$ cat src/rtl/rv32_ctrl_pkg.sv
// Shared types and constants for the RV32I fetch/decode sequencing logic.
// The decode-stage instruction mux uses NOP_INSTR when flush is asserted.
package rv32_ctrl_pkg;

  typedef enum logic [1:0] {
    ST_RUN   = 2'd0,
    ST_FLUSH = 2'd1,
    ST_TRAP  = 2'd2
  } flush_state_t;

  typedef enum logic [1:0] {
    PC_PLUS4  = 2'b00,
    PC_BRANCH = 2'b01,
    PC_TRAP   = 2'b10,
    PC_MEPC   = 2'b11
  } pc_sel_t;

  localparam logic [31:0] NOP_INSTR = 32'h0000_0013;

endpackage

$ cat src/rtl/pipeline_flush_ctrl_if.sv
// Fetch/decode boundary control signals between the pipeline and the flush controller.
// The master is the pipeline side; the slave is the controller.
interface pipeline_flush_ctrl_if #(
  parameter int CNT_W = 16
);
  logic             instr_valid_in;
  logic             redirect_in;
  logic             mret_in;
  logic             trap_req_in;
  logic             load_use_in;
  logic             flush_out;
  logic             stall_out;
  logic [1:0]       pc_sel_out;
  logic             trap_ack_out;
  logic [CNT_W-1:0] flush_events_out;

  modport master (
    output instr_valid_in, redirect_in, mret_in, trap_req_in, load_use_in,
    input  flush_out, stall_out, pc_sel_out, trap_ack_out, flush_events_out
  );

  modport slave (
    input  instr_valid_in, redirect_in, mret_in, trap_req_in, load_use_in,
    output flush_out, stall_out, pc_sel_out, trap_ack_out, flush_events_out
  );
endinterface

$ cat src/rtl/sat_counter.sv
// Up-counter that holds at its maximum value instead of wrapping.
module sat_counter #(
  parameter int W = 16
) (
  input  logic         clk,
  input  logic         rst_n,
  input  logic         inc,
  input  logic         clr,
  output logic [W-1:0] count
);

  always_ff @(posedge clk or negedge rst_n) begin
    if (!rst_n) begin
      count <= '0;
    end else if (clr) begin
      count <= '0;
    end else if (inc && (count != {W{1'b1}})) begin
      count <= count + 1'b1;
    end
  end

endmodule

$ cat src/rtl/pipeline_flush_ctrl.sv
// Fetch/decode sequencing: NOP injection, PC/IF-ID hold and next-PC select
// for redirects, mret, trap entry with drain, load-use stalls and post-reset bubble.
//
// state    | meaning
// ---------+-----------------------------------------------------------
// ST_RUN   | normal issue; redirects, traps and load-use evaluated here
// ST_FLUSH | discard cnt valid fetched words, decode sees NOP
// ST_TRAP  | older instructions drain for cnt cycles, then trap vector
module pipeline_flush_ctrl
  import rv32_ctrl_pkg::*;
#(
  parameter int FLUSH_CYCLES = 1,
  parameter int DRAIN_CYCLES = 2,
  parameter int CNT_W        = 16
) (
  input  logic clk_in,
  input  logic rst_in,
  pipeline_flush_ctrl_if.slave bus
);

  localparam logic [2:0] FLUSH_LOAD = 3'(FLUSH_CYCLES);
  localparam logic [2:0] DRAIN_LOAD = 3'(DRAIN_CYCLES);

  flush_state_t state, state_nxt;
  logic [2:0]   cnt, cnt_nxt;
  pc_sel_t      pc_sel;
  logic         stall;
  logic         trap_ack;
  logic         flush_inc;

  always_ff @(posedge clk_in or negedge rst_in) begin
    if (!rst_in) begin
      state <= ST_FLUSH;
      cnt   <= FLUSH_LOAD;
    end else begin
      state <= state_nxt;
      cnt   <= cnt_nxt;
    end
  end

  always_comb begin
    state_nxt = state;
    cnt_nxt   = cnt;
    pc_sel    = PC_PLUS4;
    stall     = 1'b0;
    trap_ack  = 1'b0;
    flush_inc = 1'b0;
    unique case (state)
      ST_RUN: begin
        if (bus.mret_in) begin
          pc_sel    = PC_MEPC;
          state_nxt = ST_FLUSH;
          cnt_nxt   = FLUSH_LOAD;
          flush_inc = 1'b1;
        end else if (bus.redirect_in) begin
          // a simultaneous trap request stays pending; it is level-held
          pc_sel    = PC_BRANCH;
          state_nxt = ST_FLUSH;
          cnt_nxt   = FLUSH_LOAD;
          flush_inc = 1'b1;
        end else if (bus.trap_req_in) begin
          stall     = 1'b1;
          state_nxt = ST_TRAP;
          cnt_nxt   = DRAIN_LOAD;
        end else if (bus.load_use_in) begin
          stall = 1'b1;
        end
      end
      ST_FLUSH: begin
        if (bus.mret_in || bus.redirect_in) begin
          pc_sel    = bus.mret_in ? PC_MEPC : PC_BRANCH;
          cnt_nxt   = FLUSH_LOAD;
          flush_inc = 1'b1;
        end else if (bus.instr_valid_in) begin
          // only real discarded fetches consume a flush slot
          if (cnt == 3'd1) state_nxt = ST_RUN;
          else             cnt_nxt   = cnt - 3'd1;
        end
      end
      ST_TRAP: begin
        if (cnt == 3'd1) begin
          pc_sel    = PC_TRAP;
          trap_ack  = 1'b1;
          state_nxt = ST_FLUSH;
          cnt_nxt   = FLUSH_LOAD;
          flush_inc = 1'b1;
        end else begin
          stall   = 1'b1;
          cnt_nxt = cnt - 3'd1;
        end
      end
      default: begin
        state_nxt = ST_FLUSH;
        cnt_nxt   = FLUSH_LOAD;
      end
    endcase
  end

  assign bus.flush_out    = (state != ST_RUN);
  assign bus.stall_out    = stall;
  assign bus.pc_sel_out   = pc_sel;
  assign bus.trap_ack_out = trap_ack;

  sat_counter #(.W(CNT_W)) u_flush_events (
    .clk   (clk_in),
    .rst_n (rst_in),
    .inc   (flush_inc),
    .clr   (1'b0),
    .count (bus.flush_events_out)
  );

endmodule

$ cat src/flat_wrapper.sv
// flat-port wrapper written by rule: the top's interface ports become plain ports
module pipeline_flush_ctrl_flat import rv32_ctrl_pkg::*;
#(
  parameter int FLUSH_CYCLES = 1,
  parameter int DRAIN_CYCLES = 2,
  parameter int CNT_W        = 16
)
  (clk_in, rst_in, bus_instr_valid_in, bus_redirect_in, bus_mret_in, bus_trap_req_in, bus_load_use_in, bus_flush_out, bus_stall_out, bus_pc_sel_out, bus_trap_ack_out, bus_flush_events_out);
  pipeline_flush_ctrl_if #(.CNT_W(CNT_W)) bus_i ();
  input  logic clk_in;
  input  logic rst_in;
  input wire logic [$bits(bus_i.instr_valid_in)-1:0] bus_instr_valid_in;
  input wire logic [$bits(bus_i.redirect_in)-1:0] bus_redirect_in;
  input wire logic [$bits(bus_i.mret_in)-1:0] bus_mret_in;
  input wire logic [$bits(bus_i.trap_req_in)-1:0] bus_trap_req_in;
  input wire logic [$bits(bus_i.load_use_in)-1:0] bus_load_use_in;
  output wire logic [$bits(bus_i.flush_out)-1:0] bus_flush_out;
  output wire logic [$bits(bus_i.stall_out)-1:0] bus_stall_out;
  output wire logic [$bits(bus_i.pc_sel_out)-1:0] bus_pc_sel_out;
  output wire logic [$bits(bus_i.trap_ack_out)-1:0] bus_trap_ack_out;
  output wire logic [$bits(bus_i.flush_events_out)-1:0] bus_flush_events_out;
  assign bus_i.instr_valid_in = bus_instr_valid_in;
  assign bus_i.redirect_in = bus_redirect_in;
  assign bus_i.mret_in = bus_mret_in;
  assign bus_i.trap_req_in = bus_trap_req_in;
  assign bus_i.load_use_in = bus_load_use_in;
  assign bus_flush_out = bus_i.flush_out;
  assign bus_stall_out = bus_i.stall_out;
  assign bus_pc_sel_out = bus_i.pc_sel_out;
  assign bus_trap_ack_out = bus_i.trap_ack_out;
  assign bus_flush_events_out = bus_i.flush_events_out;
  pipeline_flush_ctrl #(.FLUSH_CYCLES(FLUSH_CYCLES), .DRAIN_CYCLES(DRAIN_CYCLES), .CNT_W(CNT_W)) u_core (.clk_in(clk_in), .rst_in(rst_in), .bus(bus_i));
endmodule
$ cat config.mk
export PLATFORM = sky130hd
export DESIGN_NAME = pipeline_flush_ctrl_flat
export DESIGN_NICKNAME = d
export VERILOG_FILES = /design/src/rtl/rv32_ctrl_pkg.sv /design/src/rtl/pipeline_flush_ctrl_if.sv /design/src/rtl/sat_counter.sv /design/src/rtl/pipeline_flush_ctrl.sv /design/src/flat_wrapper.sv
export SDC_FILE = /design/constraint.sdc
export NUM_CORES = 1
export LEC_CHECK = 0
export ABC_CLOCK_PERIOD_IN_PS = 1800
export CORE_MARGIN = 5
export CORE_UTILIZATION = 45
export DETAILED_ROUTE_END_ITERATION = 10
export PLACE_DENSITY = 0.75
export SLEW_MARGIN = 15
export SYNTH_ARGS = -nofsm -noshare
export SYNTH_HDL_FRONTEND = slang
export SYNTH_SLANG_ARGS = --single-unit
$ cat constraint.sdc
create_clock -name clk_in -period 1.8 [get_ports clk_in]
set_input_delay 0.36 -clock clk_in [delete_from_list [all_inputs] [get_ports clk_in]]
set_output_delay 0.36 -clock clk_in [all_outputs]
set_load 0.1 [all_outputs]
# Word-level counts from Yosys, hierarchy flattened

Cells that the tools add are included.
W data, S select, Z words.

Bits in writable memories: 0
Logic and storage cells: 56
Input port bits: 7
Memory bits (read-only): 0
Flip-flop bits (word level): 21
Output and inout bits: 21
Memories kept: 0
Latch bits: 0

Bitwise logic cells: 0
Multipliers: 0
$add $sub $neg: 2
Reductions and logical operators: 6
Shifts and indexed selects: 0
Order comparisons: 0
Equality and inequality tests: 11
Multiplexer cells: 34
Div/mod/pow operators: 0

Operators with widths:

| cell                    | number |
|---|---|
| $mux W2                 | 11 |
| $mux W3                 | 7 |
| $add A16 B1 Y16 const B | 1 |
| $ne A16 B16 Y1 const B  | 1 |
| $pmux W2 S3             | 2 |
| $mux W1                 | 11 |
| $pmux W3 S3             | 1 |
| $ne A3 B2 Y1 const B    | 2 |
| $reduce_and A5 Y1       | 1 |
| $ne A2 B1 Y1 const B    | 2 |
| $ne A2 B2 Y1 const B    | 2 |
| $ne A4 B4 Y1 const B    | 1 |
| $eq A3 B1 Y1 const B    | 1 |
| $pmux W1 S3             | 1 |
| $reduce_and A3 Y1       | 1 |
| $sub A3 B1 Y3 const B   | 1 |
| $eq A2 B1 Y1 const B    | 1 |
| $eq A2 B2 Y1 const B    | 1 |
| $logic_not A2 Y1        | 1 |
| $pmux W1 S2             | 1 |
| $reduce_bool A2 Y1      | 1 |
| $logic_and A1 B1 Y1     | 1 |
| $logic_or A1 B1 Y1      | 1 |

# Logic depth before layout (Yosys ltp)

Depth after elaboration: 5
Gate-level depth with buffers: 6
Gate-level depth less buffers: 6

# Modules after synthesis

Synthesis repeated with hierarchy kept, for this count alone.

Cells, all modules: 145
Area total of the unflattened synthesis: 1362.6 um^2

Modules (own cells, without submodules):

| module              | area an instance (um^2) | times used | cells each | sequential area each (um^2) |
|---|---|---|---|---|
| sat_counter         | 942.2                   | 1          | 98         | 400.4 |
| pipeline_flush_ctrl | 420.4                   | 1          | 47         | 127.6 |

# Worst setup path after synthesis

OpenSTA, ideal clock, no wires.

Kind: register to output
Start point: reg u_core.state[1]
End point: out bus_stall_out
Cell stages (with the launch flop): 5
Data required time: 1440 ps
Arrival: 2435 ps
Path buffers: 1
Setup slack: -995 ps
Cell sequence: dfrtp_1 -> buf_6 -> nor3_1 -> o21ai_0 -> a21oi_1

Cells in the longest elaborated chain, start to end: 2
Elaborated cells between the ends (all ways): 3
Those cells by class: eq/ne: 1; mux: 1; reduce/logical: 1

Ends and longest elaborated chain:

| what                                             | line                      | text |
|---|---|---|
| from (decl)                                      | pipeline_flush_ctrl.sv:24 | `flush_state_t state, state_nxt;` |
| from (signal assigned)                           | pipeline_flush_ctrl.sv:36 | `state <= state_nxt;` |
| $eq A2 B2 Y1 or $logic_not A2 Y1 (tied branches) | pipeline_flush_ctrl.sv:48 | `unique case (state)` |
| $pmux W1 S2 (*)                                  | pipeline_flush_ctrl.sv:48 |  |
| to (decl)                                        | flat_wrapper.sv:18        | `output wire logic [$bits(bus_i.stall_out)-1:0] bus_stall_out;` |

Mark *: on every way between the ends. The rest lies on a longest branch, timed or not.

# Worst setup path after layout

Start point: reg u_core.cnt[0]
End point: out bus_pc_sel_out[1]

Cells in the longest elaborated chain, start to end: 3

Ends and longest elaborated chain:

| what                   | line                      | text |
|---|---|---|
| from (decl)            | pipeline_flush_ctrl.sv:25 | `logic [2:0] cnt, cnt_nxt;` |
| from (signal assigned) | pipeline_flush_ctrl.sv:37 | `cnt <= cnt_nxt;` |
| $eq A3 B1 Y1           | pipeline_flush_ctrl.sv:81 | `if (cnt == 3'd1) begin` |
| $mux W2                | pipeline_flush_ctrl.sv:81 |  |
| $pmux W2 S3            | pipeline_flush_ctrl.sv:48 |  |
| to (decl)              | flat_wrapper.sv:19        | `output wire logic [$bits(bus_i.pc_sel_out)-1:0] bus_pc_sel_out;` |

Every way passes these cells.

==> impl_metrics.yaml <==
critical_path:
  rr_startpoint: "u_core.cnt[0]$_DFFE_PN1P_"
  slowest_stage: "dfstp_2"
  cp_max_fo: 2
  rrSetupSlack_ns: -0.19
  path_cells: "ha_4, nand4bb_4, buf_6, clkinvlp_4, a21o_4, buf_12"
  crit_cells: 6
  crit_type: "reg -> out"
  rr_endpoint: "u_core.u_flush_events.count[15]$_DFFE_PN0P_"
  endpoint_kind: "output port"
  reg2regPathDepth: 7
  max_stage_delay_ns: 0.57
  crit_path_start_kind: "flip-flop"
  arrival_ns: 1.63
  path_buf_inv: 3
  cp.required_ns: 1.44
  critPathTopFamily: "flip-flops"
clock_network:
  clk_latency_ns: 0.31
  cts_tree: "built"
  h-tree-depth: 1
  cts_buffers: 3
  cts_hold_buffers: 0
  cts.clk_slew.worst_paths_ns: 0.13
  clockBufferDepth: 2
  cts-root-buf: "clkbuf_4"
  clock-sinks: 21
cells_and_area:
  drive_gt1_share_pct: 53.0
  nNetsFinal: 179
  syn2layout_area_growth_pct: 68.6
  multiInputGateArea_um2: 850
  final_core_util_pct: 78.9
  register_area_um2: 584
  n_antenna_cell: 0
  fin_cells: 199
  fillers: 163
logic_synthesis:
  ys_warn_count: 0
  synth.distinct_cells: 45
  synthFlopType: "dfrtp_1"
  avgSynthCellArea_um2: 10.7
  syn_inst: 121
  yosysSeqAreaShare_pct: 40.9
  synth_edf_count: 0
  syn_nets: 131
  synth-async-reset-ratio_pct: 100
  synth_seq_cells: 21
  netlist_area_um2: 1290
place:
  gp_congestion: 0.818
  hpwl_um: 2480
  dpl_worst_slack_ns: -0.199
  io_buffers: 27
  numPlacedInstances: 186
floorplanning:
  row_count: 19
  dieArea_um2: 4040
  dieWidth_um: 63.6
  core_area_um2: 2760
  start_util_pct: 46.8
  fp.dieH_um: 63.6
  io_pins: 28
sta:
  maxSlewHeadroom_pct: 71.6
  worst_pin_slew_ns: 0.422
  whs_ns: 0.365
  setup_slack_ns: -0.194
  fmax_mhz: 502
  setup_viol_count_final: 17
  fin_crit_sh_pct: 111
  slew_viol_final: 0
  min_period_ns: 1.99
  hold_violations: 0
  fin_worst_skew_ns: 0.0105
  rsz0062_at_grt: "yes"
pwr:
  power_leakage_nw: 0.858
  p_total_mw: 3.28
  p_per_area_nw_per_um2: 1510
  ir_drop_mv: 1.95
grt:
  grtUsageTotal_pct: 17.5
  antenna_found_initial: 0
  gr-total-overflow: 0
  grt_pass1_wl_um: 5640
  grt_pass1_vias: 1168
  grt_max_degree: 22
drt:
  drt-initial-drc-count: 200
  route.vias.total: 1184
  wire_per_inst_um: 19.2
  ant_nets: 0
  drt_wl_total_um: 3810
  drt-pass1-iter-count: 4
  drc: 0
  routed_via_density: 5.95
status:
  violations: "setup timing"
  outcome: "finished with violations"
hold_path:
  hold_path.class: "in -> async"
run:
  drv_cap: 0
## power breakdown
group | switching [mW] | internal (mW)
clock network | 0.154 | 0.0831
logic | 1.30 | 0.774
registers | 0.297 | 0.673
total | 1.75 | 1.53
## final cells by class
type,instances,area share [%]
well taps,31,1.78
clock buffers,3,1.03
inverters,8,1.55
multi-input cells,89,39.0
repair buffers,46,29.5
flip-flops and latches,21,26.8
clock inverters,1,0.230
## through the flow
step | area (um2) | TNS [ns]
after floorplan | 1390 | -0.348
after global placement | 1970 | -1.62
after detailed placement | 1970 | -2.51
after CTS | 2040 | -2.15
after global routing | 2180 | -3.45
final | 2180 | -2.10
## cells in the final DEF (no fill, tap or decap), drive strengths merged, types with 4 or more instances in the layout
cell type and count:
buf 40, nand4 7, dfrtp 19, nand2 9, xnor2 7, a21oi 7
and4 4, xor2 4, nand3 8, inv 7, clkdlybuf4s50 4
## how the worst max path moves through the flow
stage,from,endpoint,slack [ns]
after floorplan,u_core.cnt[0]$_DFFE_PN1P_,bus_pc_sel_out[1],-0.18
after global placement,bus_mret_in,bus_stall_out,-0.16
after detailed placement,bus_mret_in,bus_stall_out,-0.20
after CTS,u_core.cnt[0]$_DFFE_PN1P_,bus_pc_sel_out[1],-0.23
after global routing,u_core.cnt[0]$_DFFE_PN1P_,u_core.u_flush_events.count[9]$_DFFE_PN0P_,-0.28
final,u_core.cnt[0]$_DFFE_PN1P_,bus_pc_sel_out[1],-0.19
## synth_stat cells (all sizes together) (2+ instances only)
| library cell | instances | area [um2] |
|---|---|---|
| nor2 | 3 | 13.8 |
| nor3 | 3 | 15.0 |
| ha | 3 | 37.5 |
| xor2 | 4 | 35.0 |
| inv | 8 | 30.0 |
| nor4 | 2 | 33.8 |
| mux2 | 2 | 26.3 |
| nand4 | 7 | 43.8 |
| o21a | 2 | 15.0 |
| dfrtp | 19 | 475 |
| buf | 2 | 16.3 |
| xnor2 | 7 | 61.3 |
| a31oi | 3 | 18.8 |
| o21ai | 2 | 10.0 |
| a21oi | 7 | 35.0 |
| nand3 | 8 | 52.6 |
| dfstp | 2 | 52.6 |
| nand2 | 9 | 33.8 |
| and2b | 2 | 15.0 |
| a211oi | 2 | 15.0 |
| a2111oi | 2 | 55.1 |
| and4 | 4 | 35.0 |
## registers in the layout (all words and copies together) (netlist names)
register and flops:
u_core.u_flush_events.count 16, u_core.state 2, u_core.cnt 3
## kinds of logic after synthesis
group	after synthesis	synth area share (%)
buf+inv	11	3.88
compound gates	26	16.8
simple gates	46	25.3
xor+xnor	11	7.46
flops	21	40.9
mux	3	2.81
fa+ha+maj	3	2.91
## metal layers
metal  global-route usage, %  up-vias  part of all wire, %
met5                       0        -                    0
met4                    5.45        0                  1.3
met3                    5.15        6                  4.7
met2                    31.5       47                   56
met1                    19.6      589                   38
li1                        -      542                    -
## timing repair
action	in CTS	in global routing
pin swaps	9	14
buffers inserted	3	7
gates resized for setup	7	17
setup endpoints to repair	7	22
No activity file was read; power rests on OpenSTA's default activity.
==> edit 1, RTL diff (same settings) <==
Re-encode `flush_state_t` (3 states) as one-hot, 3 bits wide.
--- a/src/rtl/rv32_ctrl_pkg.sv
+++ b/src/rtl/rv32_ctrl_pkg.sv
@@ -4,6 +4,6 @@
 
-  typedef enum logic [1:0] {
-    ST_RUN   = 2'd0,
-    ST_FLUSH = 2'd1,
-    ST_TRAP  = 2'd2
+  typedef enum logic [2:0] {
+    ST_RUN   = 3'b001,
+    ST_FLUSH = 3'b010,
+    ST_TRAP  = 3'b100
   } flush_state_t;
Function: no difference found for any inputs over 10 cycles, from zero or initial values and one cycle with rst_in low; not proved beyond that.
==> edit 1 against the unedited design <==
The run still ends with setup timing left. Count of clock-buffer cells in the layout is 1 higher. Sequential cell count is 1 higher. Area after synthesis is 0.97% lower. Combinational power is 14% lower. Critical endpoint is now u_core.u_flush_events.count[9]$_DFFE_PN0P_. Sequential power is 26% lower. Worst setup slack worse by 0.19 ns. Clock skew is 0.0094 ns lower. Clock power is 11% higher. Highest routed layer unchanged. Largest cell class is now non-clock buffers. Total power is 15% lower. Via count is 17% higher. Wire length is 49% higher. Final area is 17% higher.
==> edit 1: results (changes against the unedited design) <==
metric,value,unit,change
# fillers,84,,-48%
final instance area,2550,um2,+17%
clock share of power,0.095,,+0.023
status,"complete, but fails checks",,
NonClk Buf Share,0.365,,+0.0692
Least-Margin Pin Slew,0.529,ns,+0.107 ns
first-pass GRT wire length,7.27,mm,+29%
met3 Usage GRT,0.0462,,-0.00533
hold slack final,0.358,ns,-0.00706 ns
met2 Use GR,0.412,,+0.0968
Placement Setup Slack,-0.374,ns,-0.175 ns
clk tree area frac,0.0103,,-0.00232
placed cell count,207,,+11%
P_comb,1790,uW,-14%
WL met2,2.84,mm,+33%
final setup violation count,21,,+4
DP Area,2200,um2,+12%
all-layer global routing usage,0.235,,+0.0600
top cell type's share of synthesized area,0.391,,+0.0232
most instantiated cells after synthesis,"dfrtp_1 (20), nor2_1 (9), inv_1 (8), xor2_1 (8)",,
vias in the first global route,1379,,+18%
failing checks,setup timing,,
HPWL Detailed,2.73,mm,+10%
post-route setup slack,-0.388,ns,-0.194 ns
"Core Util, Final",0.931,,+0.142
"Max FO, Critical Path",5,,+3
met3 wire length,417,um,+130%
Multi-In Gates,87,,-2.2%
edit 1: cell types whose count changed in the layout (fill, tap and decap cells not counted), sizes merged, moves of 3 or more:
cell	delta
nor4	+3
and4	-3
buf	+31
nand4	-3
nor2	+6
a31oi	-3
nand2	-4
xor2	+4
nor3	+4
edit 1: how the worst max path moves through the flow:
stage	from	end	slack (ns)	depth (start not counted)
final	u_core.cnt[0]$_DFFE_PN1P_	u_core.u_flush_events.count[9]$_DFFE_PN0P_	-0.39	9
after global placement	bus_mret_in	u_core.u_flush_events.count[1]$_DFFE_PN0P_	-0.20	6
after global routing	u_core.cnt[0]$_DFFE_PN1P_	u_core.u_flush_events.count[9]$_DFFE_PN0P_	-0.44	9
after CTS	bus_redirect_in	bus_stall_out	-0.18	6
after floorplan	u_core.cnt[0]$_DFFE_PN1P_	bus_pc_sel_out[1]	-0.26	4
after detailed placement	bus_mret_in	u_core.u_flush_events.count[15]$_DFFE_PN0P_	-0.37	6
==> edit 2, RTL diff (config.mk and constraints unchanged) <==
Made on the original files. Reset style: synchronous (`rst_in` and `rst_n`), changed in 2 clocked blocks.
--- a/src/rtl/sat_counter.sv
+++ b/src/rtl/sat_counter.sv
@@ -11,3 +11,3 @@
 
-  always_ff @(posedge clk or negedge rst_n) begin
+  always_ff @(posedge clk) begin
     if (!rst_n) begin
--- a/src/rtl/pipeline_flush_ctrl.sv
+++ b/src/rtl/pipeline_flush_ctrl.sv
@@ -30,3 +30,3 @@
 
-  always_ff @(posedge clk_in or negedge rst_in) begin
+  always_ff @(posedge clk_in) begin
     if (!rst_in) begin
Behaviour: differs if rst_in is asserted again (counterexample within 4 cycles, from zero or initial values and one cycle with rst_in low); with rst_in held inactive, the same outputs for 10 cycles.
==> edit 2 against the unedited design <==
Critical endpoint unchanged. Final area shrank 1.2%. Critical path depth stayed put. Sequential cell count stayed put. Area after synthesis fell by 2.5%. Core utilization increased by 0.42 points. Wire length is 9.3% higher. The run still ends with setup timing left. First-iteration DRC count decreased by 54%. Worst setup slack improved by 0.022 ns. Highest routed layer unchanged.
Power is left out: it rests on default switching activity, and per cell area and clock period it moved more than threefold.
==> edit 2: results (changes against the unedited design) <==
metric,value,unit,change
"Max FO, Critical Path",3,,+1
Mapped Nets,155,,+18%
DP Area,1920,um2,-2.5%
placed cell count,213,,+15%
all-layer global routing usage,0.190,,+0.0149
initial DRC count,92,,-54%
status,"complete, but fails checks",,
met3 Usage GRT,0.0378,,-0.0137
hold slack final,0.511,ns,+0.145 ns
setup bufs post-CTS,4,,+1
clock latency on the worst-skew pair,0.33,ns,+0.02 ns
vias per cell,6.28,,+5.6%
final setup violation count,9,,-8
clk tree area frac,0.0128,,+0.000154
FF-to-FF path depth,9,,+2
average cell area after synthesis,8.68,um2,-19%
setup_tns,-0.779,ns,+1.32 ns
Post-CTS Resized,13,,+6
post-route setup slack,-0.172,ns,+0.0223 ns
post-synthesis sequential area ratio,0.334,,-0.0749
failing checks,setup timing,,
RePlAce Congestion,0.891,,+9.0%
worst r2r src,u_core.cnt[1]$_SDFFE_PN0P_,,
layout cells sized above 1,0.521,,-0.00914
met1 track demand over resource,0.222,,+0.0253
met2 Use GR,0.321,,+0.00579
sequential cell count,21,,unchanged
top post-synthesis cells by area,"dfxtp_1 (33%), a21oi_1 (5.2%), nand2_1 (3.9%), or4_1 (3.6%), o21ai_0 (3.2%)",,
HPWL Detailed,2.74,mm,+11%
Clock Skew,0.00945,ns,-0.00105 ns
first-pass GRT wire length,6.25,mm,+11%
## edit 2: changes by cell type after synthesis, sizes merged, moves of 5 or more
cell / change
a21oi: +6
xnor2: -7
dfrtp: -19
o21ai: +6
o31ai: +6
dfxtp: +21
or3: +5
or4: +6
## edit 2: cell families after synthesis
| kind of cell | after synthesis | share of synthesized area |
|---|---|---|
| simple gates | 58 | 0.281 |
| compound gates | 45 | 0.275 |
| flops | 21 | 0.334 |
| buf+inv | 16 | 0.0636 |
| fa+ha+maj | 3 | 0.0298 |
| mux | 2 | 0.0159 |
## edit 2: through the flow
stage          setup slack, ns  utilization
2_1_floorplan          -0.0265            -
3_3_place_gp            -0.267        0.708
3_5_place_dp            -0.338        0.708
4_1_cts                 -0.137        0.743
5_1_grt                 -0.217        0.794
6_report                -0.172        0.794
## edit 2: layer usage
layer  wire, um  up-vias
met5          0        -
met4        202        0
met3        163       18
met2       2130       48
met1       1670      685
li1           -      662
